`config.mk`:
```
export PLATFORM = sky130hd
export DESIGN_NAME = scratchpad_bank_arbiter_flat
export DESIGN_NICKNAME = d
export VERILOG_FILES = /design/src/rtl/scratchpad_bank_arbiter_if.sv /design/src/rtl/scratchpad_bank_arbiter.sv /design/src/flat_wrapper.sv
export SDC_FILE = /design/constraint.sdc
export NUM_CORES = 1
export LEC_CHECK = 0
export CAP_MARGIN = 0
export CELL_PAD_IN_SITES_DETAIL_PLACEMENT = 1
export CELL_PAD_IN_SITES_GLOBAL_PLACEMENT = 1
export CORE_MARGIN = 3
export CORE_UTILIZATION = 16
export DETAILED_ROUTE_END_ITERATION = 10
export HOLD_SLACK_MARGIN = 0.06
export PLACE_DENSITY_LB_ADDON = 0.1
export SETUP_SLACK_MARGIN = 0.2
export SLEW_MARGIN = 10
export SYNTH_ARGS = -nofsm -noshare
export SYNTH_HDL_FRONTEND = slang
export SYNTH_SLANG_ARGS = --single-unit
```
`constraint.sdc`:
```
create_clock -name clk -period 5.3 [get_ports clk]
set_input_delay 0.53 -clock clk [delete_from_list [all_inputs] [get_ports clk]]
set_output_delay 0.53 -clock clk [all_outputs]
set_load 0.05 [all_outputs]
```
`src/rtl/scratchpad_bank_arbiter_if.sv`:
```
// Bus bundle between the scratchpad bank arbiter, its requesters and one SRAM bank.
// The slave modport is the arbiter's view; the master modport is the view of the
// environment (requesting engines plus the bank) that drives the arbiter.
interface scratchpad_bank_arbiter_if #(
    parameter int NREQ     = 4,
    parameter int ADDRBITS = 9
);
    // Requester side
    logic [NREQ*ADDRBITS-1:0] req_addr;
    logic [NREQ-1:0]          req_ren;
    logic [NREQ-1:0]          req_wen;
    logic [NREQ*32-1:0]       req_wdata;
    logic [NREQ-1:0]          req_gnt;
    logic [NREQ-1:0]          req_rvalid;
    logic [31:0]              req_rdata;
    logic [NREQ-1:0]          req_err;
    logic                     busy;

    // Bank side
    logic [ADDRBITS-1:0]      bank_addr;
    logic                     bank_ren;
    logic                     bank_wen;
    logic [31:0]              bank_wdata;
    logic [31:0]              bank_rdata;
    logic                     bank_rvalid;

    modport slave (
        input  req_addr, req_ren, req_wen, req_wdata, bank_rdata, bank_rvalid,
        output req_gnt, req_rvalid, req_rdata, req_err, busy,
               bank_addr, bank_ren, bank_wen, bank_wdata
    );

    modport master (
        output req_addr, req_ren, req_wen, req_wdata, bank_rdata, bank_rvalid,
        input  req_gnt, req_rvalid, req_rdata, req_err, busy,
               bank_addr, bank_ren, bank_wen, bank_wdata
    );
endinterface

```
`src/rtl/scratchpad_bank_arbiter.sv`:
```
// Round-robin arbiter sharing one scratchpad SRAM bank between NREQ requesters.
// Writes retire on their grant cycle; a read holds the bank (RD_WAIT) until the bank
// returns bank_rvalid, whose data is passed straight through to the owning requester.
// Optional feature macro: SCRATCHPAD_ARB_TIMEOUT_EN -- bounds the read wait to
// TIMEOUT_CYCLES silent cycles and then answers the owner with an error and 0xDEADBEEF.
module scratchpad_bank_arbiter #(
    parameter int NREQ           = 4,
    parameter int ADDRBITS       = 9,
    parameter int TIMEOUT_CYCLES = 64
) (
    input  logic                           clk,
    input  logic                           rst,
    scratchpad_bank_arbiter_if.slave       bus
);
    localparam int PTR_W = (NREQ > 1) ? $clog2(NREQ) : 1;
    localparam logic [31:0] TIMEOUT_DATA = 32'hDEAD_BEEF;

    typedef enum logic {
        IDLE    = 1'b0,
        RD_WAIT = 1'b1
    } state_t;

    state_t            state_q, state_d;
    logic [PTR_W-1:0]  rr_ptr_q, rr_ptr_d;
    logic [PTR_W-1:0]  owner_q, owner_d;

    logic [NREQ-1:0]   cand;
    logic [PTR_W-1:0]  scan;
    logic [PTR_W-1:0]  winner;
    logic              found;

    logic [ADDRBITS-1:0] sel_addr;
    logic [31:0]         sel_wdata;
    logic                sel_ren;
    logic                sel_wen;
    logic [NREQ-1:0]     owner_oh;

    logic                timeout;

    // Round-robin search: first requesting index starting at rr_ptr, wrapping mod NREQ
    always_comb begin
        found  = 1'b0;
        winner = '0;
        scan   = '0;
        cand   = bus.req_ren | bus.req_wen;
        for (int k = 0; k < NREQ; k++) begin
            scan = PTR_W'((int'(rr_ptr_q) + k) % NREQ);
            if (!found && cand[scan]) begin
                found  = 1'b1;
                winner = scan;
            end
        end
    end

    // Route the winning requester's fields and decode the owner into a one-hot vector
    always_comb begin
        sel_addr  = '0;
        sel_wdata = '0;
        sel_ren   = 1'b0;
        sel_wen   = 1'b0;
        owner_oh  = '0;
        for (int i = 0; i < NREQ; i++) begin
            if (winner == PTR_W'(i)) begin
                sel_addr  = bus.req_addr[i*ADDRBITS +: ADDRBITS];
                sel_wdata = bus.req_wdata[i*32 +: 32];
                sel_ren   = bus.req_ren[i];
                sel_wen   = bus.req_wen[i];
            end
            owner_oh[i] = (owner_q == PTR_W'(i));
        end
    end

`ifdef SCRATCHPAD_ARB_TIMEOUT_EN
    localparam int TO_W = $clog2(TIMEOUT_CYCLES + 1);

    logic [TO_W-1:0] to_cnt_q;

    assign timeout = (state_q == RD_WAIT) && (to_cnt_q == TO_W'(TIMEOUT_CYCLES));

    // Count silent RD_WAIT cycles; restart from zero whenever a read is issued
    always_ff @(posedge clk) begin
        if (rst) begin
            to_cnt_q <= '0;
        end else if (state_q == IDLE && state_d == RD_WAIT) begin
            to_cnt_q <= '0;
        end else if (state_q == RD_WAIT && !bus.bank_rvalid && !timeout) begin
            to_cnt_q <= to_cnt_q + 1'b1;
        end
    end
`else
    // Without the timeout feature a read waits for the bank indefinitely.
    localparam int unused_timeout_cycles = TIMEOUT_CYCLES;

    assign timeout = 1'b0;
`endif

    // Control state: FSM state, round-robin pointer and read owner
    always_ff @(posedge clk) begin
        if (rst) begin
            state_q  <= IDLE;
            rr_ptr_q <= '0;
            owner_q  <= '0;
        end else begin
            state_q  <= state_d;
            rr_ptr_q <= rr_ptr_d;
            owner_q  <= owner_d;
        end
    end

    // Next state and all bus outputs; everything is forced low while rst is high
    always_comb begin
        state_d        = state_q;
        rr_ptr_d       = rr_ptr_q;
        owner_d        = owner_q;
        bus.req_gnt    = '0;
        bus.req_rvalid = '0;
        bus.req_rdata  = '0;
        bus.req_err    = '0;
        bus.busy       = 1'b0;
        bus.bank_addr  = '0;
        bus.bank_ren   = 1'b0;
        bus.bank_wen   = 1'b0;
        bus.bank_wdata = '0;

        case (state_q)
            IDLE: begin
                // bank_rvalid seen here is spurious and deliberately ignored
                if (found) begin
                    bus.req_gnt[winner] = 1'b1;
                    bus.bank_addr       = sel_addr;
                    bus.bank_wdata      = sel_wdata;
                    bus.bank_wen        = sel_wen;
                    // A simultaneous ren+wen is treated as a write
                    bus.bank_ren        = sel_ren & ~sel_wen;
                    rr_ptr_d = (int'(winner) == NREQ - 1) ? '0 : winner + 1'b1;
                    if (!sel_wen) begin
                        owner_d = winner;
                        state_d = RD_WAIT;
                    end
                end
            end

            RD_WAIT: begin
                bus.busy = 1'b1;
                if (bus.bank_rvalid) begin
                    // Real data wins over a timeout landing in the same cycle
                    bus.req_rvalid = owner_oh;
                    bus.req_rdata  = bus.bank_rdata;
                    state_d        = IDLE;
                end else if (timeout) begin
                    bus.req_rvalid = owner_oh;
                    bus.req_err    = owner_oh;
                    bus.req_rdata  = TIMEOUT_DATA;
                    state_d        = IDLE;
                end
            end

            default: begin
                state_d = IDLE;
            end
        endcase

        if (rst) begin
            bus.req_gnt    = '0;
            bus.req_rvalid = '0;
            bus.req_rdata  = '0;
            bus.req_err    = '0;
            bus.busy       = 1'b0;
            bus.bank_addr  = '0;
            bus.bank_ren   = 1'b0;
            bus.bank_wen   = 1'b0;
            bus.bank_wdata = '0;
        end
    end

endmodule

```
`src/flat_wrapper.sv`:
```
// flat-port wrapper written by rule: the top's interface ports become plain ports
module scratchpad_bank_arbiter_flat 
#(
    parameter int NREQ           = 4,
    parameter int ADDRBITS       = 9,
    parameter int TIMEOUT_CYCLES = 64
)
  (clk, rst, bus_req_addr, bus_req_ren, bus_req_wen, bus_req_wdata, bus_bank_rdata, bus_bank_rvalid, bus_req_gnt, bus_req_rvalid, bus_req_rdata, bus_req_err, bus_busy, bus_bank_addr, bus_bank_ren, bus_bank_wen, bus_bank_wdata);
  scratchpad_bank_arbiter_if #(.NREQ(NREQ), .ADDRBITS(ADDRBITS)) bus_i ();
  input  logic clk;
  input  logic rst;
  input wire logic [$bits(bus_i.req_addr)-1:0] bus_req_addr;
  input wire logic [$bits(bus_i.req_ren)-1:0] bus_req_ren;
  input wire logic [$bits(bus_i.req_wen)-1:0] bus_req_wen;
  input wire logic [$bits(bus_i.req_wdata)-1:0] bus_req_wdata;
  input wire logic [$bits(bus_i.bank_rdata)-1:0] bus_bank_rdata;
  input wire logic [$bits(bus_i.bank_rvalid)-1:0] bus_bank_rvalid;
  output wire logic [$bits(bus_i.req_gnt)-1:0] bus_req_gnt;
  output wire logic [$bits(bus_i.req_rvalid)-1:0] bus_req_rvalid;
  output wire logic [$bits(bus_i.req_rdata)-1:0] bus_req_rdata;
  output wire logic [$bits(bus_i.req_err)-1:0] bus_req_err;
  output wire logic [$bits(bus_i.busy)-1:0] bus_busy;
  output wire logic [$bits(bus_i.bank_addr)-1:0] bus_bank_addr;
  output wire logic [$bits(bus_i.bank_ren)-1:0] bus_bank_ren;
  output wire logic [$bits(bus_i.bank_wen)-1:0] bus_bank_wen;
  output wire logic [$bits(bus_i.bank_wdata)-1:0] bus_bank_wdata;
  assign bus_i.req_addr = bus_req_addr;
  assign bus_i.req_ren = bus_req_ren;
  assign bus_i.req_wen = bus_req_wen;
  assign bus_i.req_wdata = bus_req_wdata;
  assign bus_i.bank_rdata = bus_bank_rdata;
  assign bus_i.bank_rvalid = bus_bank_rvalid;
  assign bus_req_gnt = bus_i.req_gnt;
  assign bus_req_rvalid = bus_i.req_rvalid;
  assign bus_req_rdata = bus_i.req_rdata;
  assign bus_req_err = bus_i.req_err;
  assign bus_busy = bus_i.busy;
  assign bus_bank_addr = bus_i.bank_addr;
  assign bus_bank_ren = bus_i.bank_ren;
  assign bus_bank_wen = bus_i.bank_wen;
  assign bus_bank_wdata = bus_i.bank_wdata;
  scratchpad_bank_arbiter #(.NREQ(NREQ), .ADDRBITS(ADDRBITS), .TIMEOUT_CYCLES(TIMEOUT_CYCLES)) u_core (.clk(clk), .rst(rst), .bus(bus_i));
endmodule
```
==> reports/metrics.yaml <==
route:
  wl_per_cell_um: 18.6
  drc: 0
  wirelength_um: 14700
  drt-initial-drc-count: 208
  viasPerCell: 4.83
  num_vias: 3813
  ant_nets: 0
  firstDrtPassIters: 7
setup_path:
  cp.arrival_ns: 4.11
  worstPathRequired_ns: 4.77
  cp-start-kind: "primary input"
  criticalPathCategory: "in2out"
  critPathMaxFanout: 28
  end_kind: "primary output"
placed_design:
  dp.cells: 786
  dp_slack_ns: 0.629
  port_buffers: 290
  dpl_cell_area_um2: 5200
  hpwl_um: 11700
  routabilityCongestion: 0.854
pwr:
  irDropWorstVdd_uv: 195
  p_per_area_nw_per_um2: 457
  p_total_mw: 2.42
  p_leak_nw: 2.15
floorplan:
  core_area_um2: 13500
  start_util_pct: 16.7
  die_y_um: 125
  pin_count: 295
  rows: 42
  die_area_um2: 15500
  die_w_um: 125
synthesis:
  ys_seq_elements: 5
  synth.distinct_cells: 40
  yosysSeqAreaShare_pct: 4.45
  syn_inst: 354
  avgSynthCellArea_um2: 6.35
  ys_warn_count: 0
  syn_area_um2: 2250
clocking:
  htreeDepth: 1
  cts_made_buffers: 3
  path_clk_slew_ns: 0.04
  post-cts-setup-buffers: 0
  cts_resized: 0
  clk_latency_ns: 0.23
  cts-root-buf: "clkbuf_16"
  holdBufCountCts: 0
  clock_sinks: 5
  clockBufferDepth: 2
  cts_tree: "built"
sta:
  period_needed_ns: 4.64
  skew_ns: 0.00487
  slew_headroom_pct: 43.4
  setup_viol: 0
  tns_ns: 0
  tightest_slew_ns: 0.847
  grt_setup_unrepaired: "no"
  max_freq_mhz: 215
  period_share_pct: 87.6
  hold_viol_final: 0
  layout_setup_ws_ns: 0.655
  fin_hold_ws_ns: 0.541
  slew_violations: 0
grt:
  overflow: 0
  grt_pass1_vias: 3967
  grtUsageTotal_pct: 17.5
  antenna_found_initial: 0
  grt_max_degree: 84
  grt_pass1_wl_um: 22300
final_layout:
  final_area_um2: 5290
  antenna_cells: 0
  nFillCells: 1691
  area_growth_pct: 135
  final_common_cell: "clkdlybuf4s50_1"
  fin_nets: 826
  final_cell_mix: "289 x clkdlybuf4s50_1, 47 x a21oi_1, 47 x inv_1"
  instances_no_fill: 790
  fin_util_pct: 39.1
  drive_gt1_share_pct: 3.58
job:
  max_cap_violations: 0
run_status:
  status: "complete, no violations"
hold_path:
  hold_path.class: "reg2reg"
[synthesized netlist by cell type, drive strengths merged]
master	count	area, um2
a21oi	47	235
inv	47	176
nand2	46	180
a211o	41	359
a221oi	41	365
and3	33	206
buf	24	183
clkbuf	19	71.3
nor2	10	37.5
o21ai	6	30.0
and2	5	31.3
dfxtp	5	100
ha	4	50.1
a211oi	3	22.5
a22oi	2	15.0
nor3b	2	15.0
a221o	1	10.0
a22o	1	8.76
a311oi	1	8.76
a31o	1	8.76
a31oi	1	21.3
and2b	1	8.76
and3b	1	8.76
conb	1	3.75
mux2i	1	10.0
nand3b	1	7.51
nand4	1	6.26
nor2b	1	6.26
nor3	1	5.00
nor4	1	21.3
o211ai	1	7.51
o22ai	1	6.26
o31ai	1	7.51
or2	1	6.26
or3b	1	8.76
[critical path: stages]
cell,delay [ns]
clkdlybuf4s50_1,0.51
or3b_2,0.47
a22o_1,0.21
nand2_1,0.12
ha_1,0.24
and2b_2,0.37
buf_12,0.23
a221oi_1,0.10
a211o_1,0.29
a21oi_1,0.18
clkdlybuf4s50_1,0.85
[per-layer routing]
layer  GRT usage, %  up-vias  wire (um)
met5              0        -          0
met4           4.13        0        321
met2           31.6      208       7180
li1               -     1819          -
met1           19.8     1768       5680
met3           5.62       18       1490
[sequential cells by signal, summed over array words and instances (netlist names)]
signal           flops
u_core.rr_ptr_q      2
u_core.state_q       1
u_core.owner_q       2
[power breakdown]
part	total, mW	switching (mW)	internal [mW]
clock network	0.125	0.0266	0.0987
logic	2.22	1.33	0.888
registers	0.0755	0.0217	0.0537
total	2.42	1.38	1.04
[final timing paths]
path | from | slack, ns | depth (start not counted) | end
max | bus_req_ren[3] | 0.66 | 11 | bus_bank_addr[2]
min | u_core.owner_q[1] | 0.54 | 2 | u_core.owner_q[1]
max reg2reg | u_core.rr_ptr_q[0] | 2.54 | 9 | u_core.state_q
min reg2reg | u_core.owner_q[1] | 0.54 | 2 | u_core.owner_q[1]
[area by class of cell]
cell class	count	area, um2	share of cell area [%]
clock buffer	3	75.1	1.42
multi-input combinational	262	1740	32.9
clock inverter	1	5.00	0.0947
tap	176	220	4.17
timing repair buffer	296	2970	56.2
inverter	47	176	3.34
sequential	5	100	1.89
[cells by family (layout without fill, tap and decap cells)]
group	count (synthesis)	count (layout)	synth area share, %
multiplexers	1	1	0.445
buffers and inverters	90	347	19.1
AO/OA/AOI/OAI	148	148	49.2
adder cells (fa/ha/maj)	4	4	2.22
AND/OR/NAND/NOR	105	105	24.4
flip-flops	5	5	4.45
other	1	4	0.167
(Power assumes the default switching activity.)
==> RTL change, RTL diff (same settings) <==
The option `SCRATCHPAD_ARB_TIMEOUT_EN` is turned on by a define.
--- a/src/rtl/scratchpad_bank_arbiter.sv
+++ b/src/rtl/scratchpad_bank_arbiter.sv
@@ -3,6 +3,8 @@
 // returns bank_rvalid, whose data is passed straight through to the owning requester.
 // Optional feature macro: SCRATCHPAD_ARB_TIMEOUT_EN -- bounds the read wait to
 // TIMEOUT_CYCLES silent cycles and then answers the owner with an error and 0xDEADBEEF.
+`define SCRATCHPAD_ARB_TIMEOUT_EN
+
 module scratchpad_bank_arbiter #(
     parameter int NREQ           = 4,
     parameter int ADDRBITS       = 9,
Behaviour: no difference found for any inputs over 4 cycles, from zero or initial values and one cycle with rst high; that may be too few to reach the edited logic, so the function may still have changed.
==> RTL change against the unedited design <==
  * Die area is 8.8% higher
  * Setup slack worse by 0.12 ns
  * Power is 0.14% higher
  * Cell count is 6.7% higher
  * Sequential power is 80% higher
  * Clock power is 22% higher
  * Sequential cell count is 7 higher
  * Via count is 6.2% higher
  * Routed wire length is 6.0% higher
  * Final area is 4.6% higher
  * Non-clock buffer count is 4 higher
  * Area after synthesis is 9.2% higher
  * Critical path type unchanged
  * Largest cell class unchanged
==> RTL change: results (changes against the unedited design) <==
The total area of sequential cells was 240.2 µm² (+140%); the placer's final routability congestion estimate was 0.7596 (-11%). The worst-case headroom to the max-slew limit was 30.39% (-13 points); the combined global-route utilization of all metal layers was 16.90% (-0.56 points). For the sequential share of power, the log shows 5.6% (+2.5 points). The estimated wirelength of the detail-placed design is 12610 µm (+8.2%), and the violation count after the first detailed-route iteration is 106 (-49%).

The number of port buffers is 294 (+1.4%), and the overall via count from detail_route is 4051 (+6.2%). The number of vias per cell works out to 4.805 (-0.44%). The flop-to-flop setup slack was 2.23 ns (-0.31 ns).

The post-placement cell count was 839 (+6.7%); the share of final-layout standard cells stronger than drive strength 1 was 8.194% (+4.6 points). The logs give 2.258 nW (+4.9%) for the static leakage and 0.3734 ns (-0.2553 ns) for the pre-CTS setup slack. The run gives 15550 µm (+6.0%) as the routed wire length. The tools report the final-layout fill cell count as 1811 (+7.1%).

The worst-case clock skew is 0.002989 ns (-0.001884 ns), and the final-layout clock-cell area share is 1.606% (+0.091 points). The sequential cell area fraction in the yosys report was 9.776% (+5.3 points); the minimum hold slack was 0.5470 ns (+0.006062 ns). The number of buffers other than clock buffers in the final layout was 300 (+1.4%); the flip-flop and latch count after synthesis was 12 (+7).

Worst setup margin: 0.5331 ns (-0.1223 ns). The critical path ends at bus_bank_wdata[28]. By count the netlist is led by nor2_1, a21oi_1, nor3_1. The run gives 22940 µm (+2.7%) as the global-route wire length before repair. The total cell area at the placement stage was 5426 µm² (+4.3%). The flow ran to the end, and the final reports show no timing, DRC or antenna violations.

Power attributed to sequential cells: 0.136 mW (+80%). For the count of clock buffers in the final design, the log shows 4 (+1). The path with the worst hold slack has its endpoint at u_core.to_cnt_q[5]$_SDFFE_PP0P_. Final-layout non-clock buffer area share: 52.72% (-3.5 points). By area the synthesized netlist is led by nor2_1, a221oi_1, a21oi_1, dfxtp_1, nor3_1.

The tools report the worst-case vdd ir drop as 0.0002348 V (+20%). In this run the worst setup path begins at bus_req_ren[2]. Number of multi-input combinational cells: 328 (+25%).

The fraction of area in registers works out to 4.344% (+2.4 points). The tools report the arrival time of data at the critical path endpoint as 4.24 ns (+0.13 ns).
## RTL change: cells by family (layout without fill, tap and decap cells)
| logic type | Yosys count | in the layout | synth area share (%) |
|---|---|---|---|
| simple gates | 184 | 184 | 35.69 |
| compound gates | 130 | 130 | 38.65 |
| buf+inv | 54 | 319 | 9.877 |
| flops | 12 | 12 | 9.776 |
| fa+ha+maj | 6 | 6 | 3.055 |
| xor+xnor | 6 | 6 | 2.138 |
| mux | 2 | 2 | 0.8147 |
## RTL change: layer usage
layer	vias to the layer above	track usage, %	routed length [µm]
li1	1968	-	-
met1	1891	17.89	5526
met2	174	33.03	8345
met3	18	5.239	1405
met4	0	2.873	275
met5	-	0	0
## RTL change: worst max-delay path, stage by stage
cell,delay (ns)
clkdlybuf4s50_1,0.51
nor2_1,0.27
o311ai_0,0.15
a21oi_1,0.50
inv_1,0.14
ha_2,0.33
inv_2,0.40
nor2_1,0.10
nor3_1,0.22
a21oi_1,0.06
nor2_1,0.14
clkdlybuf4s50_1,0.85
